$ cat config.mk
export PLATFORM = sky130hd
export DESIGN_NAME = bram_stream_reader_flat
export DESIGN_NICKNAME = d
export VERILOG_FILES = /design/src/rtl/bram_stream_reader_if.sv /design/src/rtl/bram_stream_reader.sv /design/src/flat_wrapper.sv
export SDC_FILE = /design/constraint.sdc
export NUM_CORES = 1
export LEC_CHECK = 0
export ABC_AREA = 1
export CAP_MARGIN = 5
export CORE_UTILIZATION = 35
export CTS_CLUSTER_DIAMETER = 200
export DETAILED_ROUTE_END_ITERATION = 8
export PLACE_DENSITY_LB_ADDON = 0.25
export SLEW_MARGIN = 25
export SYNTH_ARGS = -nofsm -noshare
export SYNTH_HDL_FRONTEND = slang
export SYNTH_SLANG_ARGS = --single-unit
$ cat constraint.sdc
create_clock -name rd_clk -period 3.5 [get_ports rd_clk]
set_input_delay 0.35 -clock rd_clk [delete_from_list [all_inputs] [get_ports rd_clk]]
set_output_delay 0.35 -clock rd_clk [all_outputs]
set_load 0.005 [all_outputs]
$ cat src/rtl/bram_stream_reader_if.sv
// bram_stream_reader_if: RAM read port plus the outgoing valid/ready stream.
// master = reader side, slave = RAM model / downstream pixel logic side.
interface bram_stream_reader_if #(
   parameter int ADDR_WIDTH = 11,
   parameter int DATA_WIDTH = 8
);
   logic [ADDR_WIDTH-1:0] ram_rd_addr;
   logic [DATA_WIDTH-1:0] ram_rd_data;
   logic [DATA_WIDTH-1:0] m_data;
   logic                  m_valid;
   logic                  m_ready;
   logic                  m_last;

   modport master (
      output ram_rd_addr,
      input  ram_rd_data,
      output m_data,
      output m_valid,
      output m_last,
      input  m_ready
   );

   modport slave (
      input  ram_rd_addr,
      output ram_rd_data,
      input  m_data,
      input  m_valid,
      input  m_last,
      output m_ready
   );
endinterface

$ cat src/rtl/bram_stream_reader.sv
// bram_stream_reader: burst read engine for a 1- or 2-cycle-latency block RAM.
// Issues reads under a credit rule so the FWFT output buffer can never
// overflow, and presents the words as a valid/ready stream with a last flag.
// Optional pattern checker enabled by defining BRAM_STREAM_READER_CHECK_EN.
//
// state  | meaning
// -------+-----------------------------------------------------------
// IDLE   | waiting for start; zero-length start only pulses done
// ISSUE  | issuing reads while occupancy + in-flight < BUF_DEPTH
// DRAIN  | all reads issued; waiting for the last word to be popped
module bram_stream_reader #(
   parameter int ADDR_WIDTH = 11,
   parameter int DATA_WIDTH = 8,
   parameter int RD_LATENCY = 1,
   parameter int BUF_DEPTH  = 4
) (
   input  logic                    rd_clk,
   input  logic                    rd_rst_n,
   input  logic                    start,
   input  logic [ADDR_WIDTH-1:0]   base_addr,
   input  logic [ADDR_WIDTH:0]     length,
   bram_stream_reader_if.master    bus,
   output logic                    busy,
   output logic                    done,
   output logic                    chk_err,
   output logic [7:0]              chk_err_cnt
);
   localparam int PTR_W = $clog2(BUF_DEPTH);
   localparam int CNT_W = $clog2(BUF_DEPTH + 1);
   localparam logic [ADDR_WIDTH:0] LEN_ZERO = '0;
   localparam logic [ADDR_WIDTH:0] LEN_ONE  = {{ADDR_WIDTH{1'b0}}, 1'b1};
   localparam logic [CNT_W-1:0]    CNT_FULL = CNT_W'(BUF_DEPTH);

   if (RD_LATENCY != 1 && RD_LATENCY != 2) begin : g_bad_latency
      $error("bram_stream_reader: RD_LATENCY must be 1 or 2");
   end
   if (BUF_DEPTH < RD_LATENCY + 1 || (BUF_DEPTH & (BUF_DEPTH - 1)) != 0) begin : g_bad_depth
      $error("bram_stream_reader: BUF_DEPTH must be a power of two >= RD_LATENCY+1");
   end

   typedef enum logic [1:0] {S_IDLE, S_ISSUE, S_DRAIN} state_t;

   state_t                  state, state_nxt;
   logic [ADDR_WIDTH-1:0]   rd_addr;
   logic [ADDR_WIDTH:0]     issue_rem;
   logic [ADDR_WIDTH:0]     out_rem;
   logic [RD_LATENCY-1:0]   vld_pipe;
   logic [DATA_WIDTH-1:0]   mem [BUF_DEPTH];
   logic [PTR_W-1:0]        wr_ptr, rd_ptr;
   logic [CNT_W-1:0]        count;
   logic                    start_acc, issue, push, pop, empty, credit;

   // state register
   always_ff @(posedge rd_clk or negedge rd_rst_n) begin
      if (!rd_rst_n) state <= S_IDLE;
      else           state <= state_nxt;
   end

   // next-state logic
   always_comb begin
      state_nxt = state;
      case (state)
         S_IDLE:  if (start && length != LEN_ZERO)  state_nxt = S_ISSUE;
         S_ISSUE: if (issue && issue_rem == LEN_ONE) state_nxt = S_DRAIN;
         S_DRAIN: if (pop && out_rem == LEN_ONE)     state_nxt = S_IDLE;
         default: state_nxt = S_IDLE;
      endcase
   end

   // outputs and handshake decode
   always_comb begin
      busy        = (state != S_IDLE);
      start_acc   = start && (state == S_IDLE);
      credit      = (int'(count) + $countones(vld_pipe)) < BUF_DEPTH;
      issue       = (state == S_ISSUE) && credit;
      push        = vld_pipe[RD_LATENCY-1];
      empty       = (count == '0);
      pop         = !empty && bus.m_ready;
      bus.m_valid = !empty;
      bus.m_data  = empty ? '0 : mem[rd_ptr];
      bus.m_last  = !empty && (out_rem == LEN_ONE);
   end

   assign bus.ram_rd_addr = rd_addr;

   // burst address, issue/output down-counters, done pulse
   always_ff @(posedge rd_clk or negedge rd_rst_n) begin
      if (!rd_rst_n) begin
         rd_addr   <= '0;
         issue_rem <= '0;
         out_rem   <= '0;
         done      <= 1'b0;
      end else if (start_acc) begin
         if (length != LEN_ZERO) begin
            rd_addr   <= base_addr;
            issue_rem <= length;
            out_rem   <= length;
         end
         done <= (length == LEN_ZERO);
      end else begin
         if (issue) begin
            rd_addr   <= rd_addr + 1'b1;
            issue_rem <= issue_rem - LEN_ONE;
         end
         if (pop) out_rem <= out_rem - LEN_ONE;
         done <= pop && (out_rem == LEN_ONE);
      end
   end

   // in-flight pipe and buffer pointers
   always_ff @(posedge rd_clk or negedge rd_rst_n) begin
      if (!rd_rst_n) begin
         vld_pipe <= '0;
         wr_ptr   <= '0;
         rd_ptr   <= '0;
         count    <= '0;
      end else begin
         vld_pipe <= (vld_pipe << 1) | RD_LATENCY'(issue);
         if (push) wr_ptr <= wr_ptr + 1'b1;
         if (pop)  rd_ptr <= rd_ptr + 1'b1;
         count <= count + CNT_W'(push) - CNT_W'(pop);
      end
   end

   // buffer storage; contents are don't-care while empty
   always_ff @(posedge rd_clk) begin
      if (push) mem[wr_ptr] <= bus.ram_rd_data;
   end

   a_no_overflow: assert property (@(posedge rd_clk) disable iff (!rd_rst_n)
      !(push && count == CNT_FULL));

`ifdef BRAM_STREAM_READER_CHECK_EN
   logic [DATA_WIDTH-1:0] chk_idx;

   // compare each popped word against the descending fill pattern
   always_ff @(posedge rd_clk or negedge rd_rst_n) begin
      if (!rd_rst_n) begin
         chk_idx     <= '0;
         chk_err     <= 1'b0;
         chk_err_cnt <= '0;
      end else if (start_acc) begin
         chk_idx     <= '0;
         chk_err     <= 1'b0;
         chk_err_cnt <= '0;
      end else if (pop) begin
         chk_idx <= chk_idx + 1'b1;
         if (bus.m_data != ~chk_idx) begin
            chk_err <= 1'b1;
            if (chk_err_cnt != 8'hFF) chk_err_cnt <= chk_err_cnt + 8'd1;
         end
      end
   end
`else
   assign chk_err     = 1'b0;
   assign chk_err_cnt = 8'd0;
`endif
endmodule

$ cat src/flat_wrapper.sv
// flat-port wrapper written by rule: the top's interface ports become plain ports
module bram_stream_reader_flat 
#(
   parameter int ADDR_WIDTH = 11,
   parameter int DATA_WIDTH = 8,
   parameter int RD_LATENCY = 1,
   parameter int BUF_DEPTH  = 4
)
  (rd_clk, rd_rst_n, start, base_addr, length, busy, done, chk_err, chk_err_cnt, bus_ram_rd_addr, bus_ram_rd_data, bus_m_data, bus_m_valid, bus_m_last, bus_m_ready);
  bram_stream_reader_if #(.ADDR_WIDTH(ADDR_WIDTH), .DATA_WIDTH(DATA_WIDTH)) bus_i ();
  input  logic rd_clk;
  input  logic rd_rst_n;
  input  logic start;
  input  logic [ADDR_WIDTH-1:0] base_addr;
  input  logic [ADDR_WIDTH:0] length;
  output logic busy;
  output logic done;
  output logic chk_err;
  output logic [7:0] chk_err_cnt;
  output wire logic [$bits(bus_i.ram_rd_addr)-1:0] bus_ram_rd_addr;
  input wire logic [$bits(bus_i.ram_rd_data)-1:0] bus_ram_rd_data;
  output wire logic [$bits(bus_i.m_data)-1:0] bus_m_data;
  output wire logic [$bits(bus_i.m_valid)-1:0] bus_m_valid;
  output wire logic [$bits(bus_i.m_last)-1:0] bus_m_last;
  input wire logic [$bits(bus_i.m_ready)-1:0] bus_m_ready;
  assign bus_ram_rd_addr = bus_i.ram_rd_addr;
  assign bus_i.ram_rd_data = bus_ram_rd_data;
  assign bus_m_data = bus_i.m_data;
  assign bus_m_valid = bus_i.m_valid;
  assign bus_m_last = bus_i.m_last;
  assign bus_i.m_ready = bus_m_ready;
  bram_stream_reader #(.ADDR_WIDTH(ADDR_WIDTH), .DATA_WIDTH(DATA_WIDTH), .RD_LATENCY(RD_LATENCY), .BUF_DEPTH(BUF_DEPTH)) u_core (.rd_clk(rd_clk), .rd_rst_n(rd_rst_n), .start(start), .base_addr(base_addr), .length(length), .bus(bus_i), .busy(busy), .done(done), .chk_err(chk_err), .chk_err_cnt(chk_err_cnt));
endmodule
==> results of run 1 <==
## worst max-delay path, delay by kind of cell, from the launching register on
family	cells	cell delay, ps
AND/OR/NAND/NOR	1	160
buffers and inverters	2	800
AO/OA/AOI/OAI	2	260
flip-flops	1	600
## how the worst max path moves through the flow
stage	startpoint	end	slack (ps)	cells past startpoint
final	u_core.rd_ptr[1]	bus_m_data[2]	990	5
after global routing	u_core.rd_ptr[0]	bus_m_data[7]	800	4
after CTS	u_core.rd_ptr[1]	bus_m_data[2]	970	5
after detailed placement	length[11]	u_core.issue_rem[3]	1240	9
after global placement	length[8]	u_core.issue_rem[3]	1230	9
after floorplan	u_core.count[0]	u_core.count[2]	1630	8
## power by group
part | switching, uW | total [uW] | internal [uW]
Combinational | 1120 | 1940 | 819
Sequential | 334 | 1630 | 1290
Clock | 382 | 1090 | 705
## layout make-up
class | instances | area share [%]
clock buffers | 10 | 4.24
clock inverters | 6 | 2.18
inverters | 49 | 3.50
multi-input cells | 416 | 36.2
flip-flops and latches | 78 | 39.1
well taps | 168 | 3.89
repair buffers | 60 | 10.9
## cells by family after synthesis
kind of cell             synth area share, %
flip-flops                              48.1
other                                 0.0855
adder cells (fa/ha/maj)                 3.59
AND/OR/NAND/NOR                         29.5
XOR/XNOR                                1.80
buffers and inverters                   8.07
AO/OA/AOI/OAI                           8.84
## stage by stage
step / worst slack [ps] / cell area, um2 / power (uW) / hold WS [ps] / utilization, %
floorplan: 1630 / 4420 / 2930 / 54.4 / -
global placement: 1230 / 5050 / 3550 / 447 / 41.7
detailed placement: 1240 / 5050 / 3590 / 451 / 41.7
CTS: 965 / 5400 / 4690 / 95.2 / 44.6
global route: 797 / 5400 / 5040 / 124 / 44.6
finish: 993 / 5400 / 4650 / 70.8 / 44.6
## cells in the final DEF (no fill, tap or decap), types with 2 or more instances in the layout
master           Yosys  final
a21oi_1             14     14
buf_4               10      3
bufinv_16            0      3
clkbuf_16            0      9
clkdlybuf4s50_1      0     56
conb_1               1      9
dfrtp_1             46     46
edfxtp_1            32     32
ha_1                11     11
inv_1               45     45
inv_2                3      3
nand2_1            185    185
nand2_2              4      4
nand3_1             23     23
nand3b_1             3      3
nand4_1              6      6
nor2_1              82     82
nor3_1               3      3
o211ai_1             2      2
o21ai_0             43     43
o21ai_2              6      6
or2_2                5      5
xnor2_1              3      3
xor2_1               6      6
## routing by layer
layer | up-vias | track usage, % | part of all wire (%)
met2 | 78 | 28.0 | 48
met5 | - | 0 | 0
met1 | 1724 | 23.0 | 47
li1 | 1874 | - | -
met4 | 0 | 5.37 | 1.2
met3 | 10 | 3.45 | 4.0
## Yosys cell counts, drive strengths merged (6+ instances only)
cell	number	area share, %
xor2	6	1.2
edfxtp	32	22
o21ai	50	6.2
buf	22	3.3
nand3	24	2.9
inv	48	4.1
nand4	6	0.86
dfrtp	46	26
ha	11	3.1
nor2	83	7.2
nand2	189	16
a21oi	14	1.6
## state kept, by name, summed over array words and instances, names as in the netlist, 2 cells and up
name                    flops
u_core.rd_ptr               2
u_core.issue_rem           12
u_core.mem                 32
u_core.state                2
u_core.count                3
u_core.out_rem             12
u_core.bus.ram_rd_addr     11
u_core.wr_ptr               2
==> results.py, run 1 <==
metrics = {
    "clock_network": {
        "hold_buffers": 0,
        "clockBufferDepth": 2,
        "clk_root_buffer_cell": "clkbuf_16",
        "worst_skew_pair.late_latency_ps": 330,
        "cts_tree": "yes",
        "cts.sinks": 78,
        "cts.repair.resized": 0,
        "htree_num_levels": 3,
        "cts_made_buffers": 9,
        "path_clk_slew_ps": 60,
        "cts_setup_buffers": 0,
    },
    "global_route": {
        "grtUsageTotal_pct": 17.2,
        "antenna_found_initial": 0,
        "grt_max_degree": 36,
        "grt_pass1_vias": 3392,
        "grt_overflow_total": 0,
        "grt_pass1_wl_mm": 17.2,
    },
    "critical_path": {
        "crit_path_end_kind": "output port",
        "max_stage_delay_ps": 600,
        "reg2reg_depth": 7,
        "cp.arrival_ps": 2160,
        "path_cells": "inv_1 > nor2_1 > o21ai_0 > a21oi_1 > clkdlybuf4s50_1",
        "rrSetupSlack_ps": 1380,
        "rr_startpoint": "u_core.count[0]",
        "r2r-end": "u_core.count[2]",
        "cp-start-kind": "flop",
        "worstSetupPathType": "flop to output port",
        "crit_required_ps": 3150,
        "critPathSlowestCell": "dfrtp_1",
        "crit_fanout": 10,
    },
    "drt": {
        "vias_per_cell": 4.68,
        "drtIter0Drc": 201,
        "dr.pass1.iters": 4,
        "drc": 0,
        "ant_nets": 0,
        "num_vias": 3686,
        "routed_wl_mm": 10.4,
        "detail_route.wl_per_cell_um": 13.3,
    },
    "yosys": {
        "async_flop_share_pct": 59.0,
        "ys_seq_elements": 78,
        "dominantRegCellSynth": "dfrtp_1",
        "synthDistinctLibCells": 37,
        "syn-instance-count": 562,
        "syn-cell-area_um2": 4390,
        "synth_edf_count": 32,
        "synth_area_per_cell_um2": 7.81,
        "yosysWarnings": 0,
        "ys_seq_area_share_pct": 48.1,
    },
    "finish": {
        "diodes": 0,
        "multi_input_area_um2": 1950,
        "nets": 661,
        "syn_to_final_growth_pct": 23.0,
        "drive_above_1_share_pct": 6.62,
        "final_cell_count_no_fill": 787,
        "final-seq-area_um2": 2110,
        "fillers": 1227,
    },
    "timing": {
        "setup_tns_ps": 0,
        "relSlewSlack_pct": 51.7,
        "finalHoldViolations": 0,
        "fin_skew_ps": 7.49,
        "clock.fmax_ghz": 0.399,
        "period_needed_ps": 2510,
        "worst_slew_pin_slew_ps": 724,
        "rsz0062_at_grt": "no",
        "finalMaxSlewViolations": 0,
        "setup_viol": 0,
        "fin_crit_sh_pct": 71.6,
    },
    "placement": {
        "port_buffers": 57,
        "dp_hpwl_mm": 7.37,
        "dp_cells": 771,
        "gp_congestion": 0.878,
    },
    "pwr": {
        "power_density_nw_per_um2": 861,
        "p_leak_uw": 0.00246,
        "vdd_ir_drop_max_mv": 0.297,
    },
    "floorplan": {
        "die_area_um2": 13000,
        "initial_utilization_pct": 36.2,
        "std_cell_rows": 40,
        "placeableCoreArea_um2": 12100,
        "die_x_um": 114,
        "die_h_um": 114,
        "ioPinCount": 67,
    },
    "worst_hold_path": {
        "min_path_type": "input port to async pin",
    },
    "run_status": {
        "status": "complete, no violations",
    },
    "run": {
        "maxCapViolCount": 0,
    },
}
Note: power is estimated with default switching activity, not from simulation.
==> inputs of run 2 (changes only) <==
==> constraint.sdc (replaced) <==
create_clock -name rd_clk -period 2.6 [get_ports rd_clk]
set_input_delay 0.26 -clock rd_clk [delete_from_list [all_inputs] [get_ports rd_clk]]
set_output_delay 0.26 -clock rd_clk [all_outputs]
set_load 0.005 [all_outputs]
==> run 2 against run 1 <==
Net effect: sequential share of layout area up 0.060 points; worst hold slack better by 330 ps; combinational power up 38%; clock-buffer cell count down 1; worst setup slack worse by 800 ps; wire length up 0.49%; first-iteration DRC count up 51%; critical path depth down 1; power up 33%; clock skew down 2.6 ps; cell count up 0.38%; critical path type unchanged; largest cell class unchanged.
==> results.py, run 2 (synthesized netlist as in run 1, its figures left out) <==
metrics = {
    "run_status": {
        "status": "complete, no violations",
    },
    "drt": {
        "vias_per_cell": 4.69,
        "detail_route.wl_per_cell_um": 13.3,
        "ant_nets": 0,
        "num_vias": 3707,
        "routed_wl_mm": 10.5,
        "drtIter0Drc": 303,
        "drc": 0,
        "dr.pass1.iters": 5,
    },
    "placement": {
        "gp_congestion": 0.927,
        "dp_hpwl_mm": 7.50,
        "port_buffers": 57,
        "place_ws_ps": 517,
    },
    "finish": {
        "final_common_cell": "nand2_1",
        "diodes": 0,
        "fillers": 1238,
        "nets": 664,
        "drive_above_1_share_pct": 7.23,
        "top_register": "u_core.mem",
        "final_cell_mix": "nand2_1, nor2_1, clkdlybuf4s50_1, inv_1, dfrtp_1",
        "syn_to_final_growth_pct": 22.9,
        "reg_top3": "u_core.mem x32, u_core.issue_rem x12, u_core.out_rem x12",
        "largest_reg_flops": 32,
    },
    "pwr": {
        "p_int_uw": 3650,
        "power_density_nw_per_um2": 1140,
        "combPwrFrac_pct": 43.3,
        "power.switching_uw": 2510,
        "power_frac_clock_pct": 21.1,
        "p_leak_uw": 0.00246,
        "p_sw_share_pct": 40.7,
        "vdd_ir_drop_max_mv": 0.465,
        "seqPwrFrac_pct": 35.6,
    },
    "timing": {
        "setup_slack_ps": 189,
        "fin_skew_ps": 4.93,
        "fin_crit_sh_pct": 92.7,
        "setup_tns_ps": 0,
        "period_needed_ps": 2410,
        "relSlewSlack_pct": 61.4,
        "clock.fmax_ghz": 0.415,
        "setup_viol": 0,
        "finalHoldViolations": 0,
        "finalMaxSlewViolations": 0,
        "worst_slew_pin_slew_ps": 578,
        "rsz0062_at_grt": "no",
    },
    "floorplan": {
        "die_x_um": 114,
        "placeableCoreArea_um2": 12100,
        "die_h_um": 114,
        "die_area_um2": 13000,
        "initial_utilization_pct": 36.2,
        "ioPinCount": 67,
        "std_cell_rows": 40,
    },
    "critical_path": {
        "reg2reg_depth": 9,
        "rrSetupSlack_ps": 660,
        "crit_fanout": 18,
        "rr_startpoint": "u_core.count[1]",
        "crit_path_end_kind": "output port",
        "crit_required_ps": 2340,
        "cp-start-kind": "flop",
        "cp.arrival_ps": 2150,
        "worstSetupPathType": "flop to output port",
        "r2r-end": "u_core.issue_rem[6]",
    },
    "run": {
        "maxCapViolCount": 0,
    },
    "global_route": {
        "grtUsageTotal_pct": 17.4,
        "grt_pass1_wl_mm": 17.4,
        "grt_pass1_vias": 3606,
        "grt_max_degree": 36,
        "grt_overflow_total": 0,
        "antenna_found_initial": 0,
    },
    "clock_network": {
        "clk_root_buffer_cell": "clkbuf_16",
        "cts_made_buffers": 9,
        "worst_skew_pair.late_latency_ps": 350,
        "path_clk_slew_ps": 60,
        "clockBufferDepth": 2,
        "htree_num_levels": 3,
        "cts_setup_buffers": 0,
        "cts_tree": "yes",
        "cts.sinks": 78,
    },
    "worst_hold_path": {
        "min_path_type": "input port to async pin",
    },
}
-- run 2: worst max path at each step --
stage / from / endpoint / slack [ps] / cells past startpoint
final: u_core.rd_ptr[0] / bus_m_data[7] / 190 / 4
after CTS: u_core.rd_ptr[1] / bus_m_data[7] / 170 / 5
after floorplan: u_core.count[0] / u_core.count[2] / 730 / 8
after global placement: bus_m_ready / u_core.count[2] / 550 / 8
after detailed placement: bus_m_ready / u_core.count[2] / 520 / 8
after global routing: u_core.rd_ptr[0] / bus_m_data[7] / 40 / 4
-- run 2: power groups by stage --
stage | registers [uW] | clock network, uW | logic (uW)
floorplan | 2020 | 0 | 1920
global placement | 2200 | 0 | 2640
detailed placement | 2210 | 0 | 2680
CTS | 2190 | 1330 | 2690
global route | 2270 | 1390 | 3060
finish | 2200 | 1300 | 2670
-- run 2: routing by layer --
layer / wire length [um] / track usage, %
met1: 4620 / 21.4
met2: 5200 / 29.3
met3: 492 / 3.88
met4: 183 / 7.36
met5: 0 / 0
-- run 2: per-stage QoR --
stage	total power (uW)	instance area, um2	std cells	hold WS (ps)	utilization [%]
floorplan	3940	4420	570	-35.6	-
global placement	4840	5080	773	256	41.9
detailed placement	4890	5080	773	253	41.9
CTS	6220	5390	790	414	44.5
global route	6710	5390	790	452	44.5
finish	6170	5390	790	402	44.5
-- run 2: critical path: stages, from the launching register on --
cell	delay [ps]
dfrtp_1	590
inv_2	310
o21ai_0	140
a21oi_1	220
clkdlybuf4s50_1	540
-- run 2: cell type report --
cell class | count | area (um2) | share of cell area (%)
clock buffers | 9 | 225 | 4.18
well taps | 168 | 210 | 3.90
flip-flops and latches | 78 | 2110 | 39.2
multi-input cells | 416 | 1950 | 36.2
repair buffers | 63 | 626 | 11.6
inverters | 49 | 189 | 3.50
clock inverters | 7 | 77.6 | 1.44
-- run 2: timing repair --
| item | 4_1_cts | 5_1_grt |
|---|---|---|
| gates resized for setup | 0 | 1 |
| hold endpoints to repair | 19 | 0 |
| hold buffers | 1 | 0 |
| setup endpoints to repair | 0 | 1 |
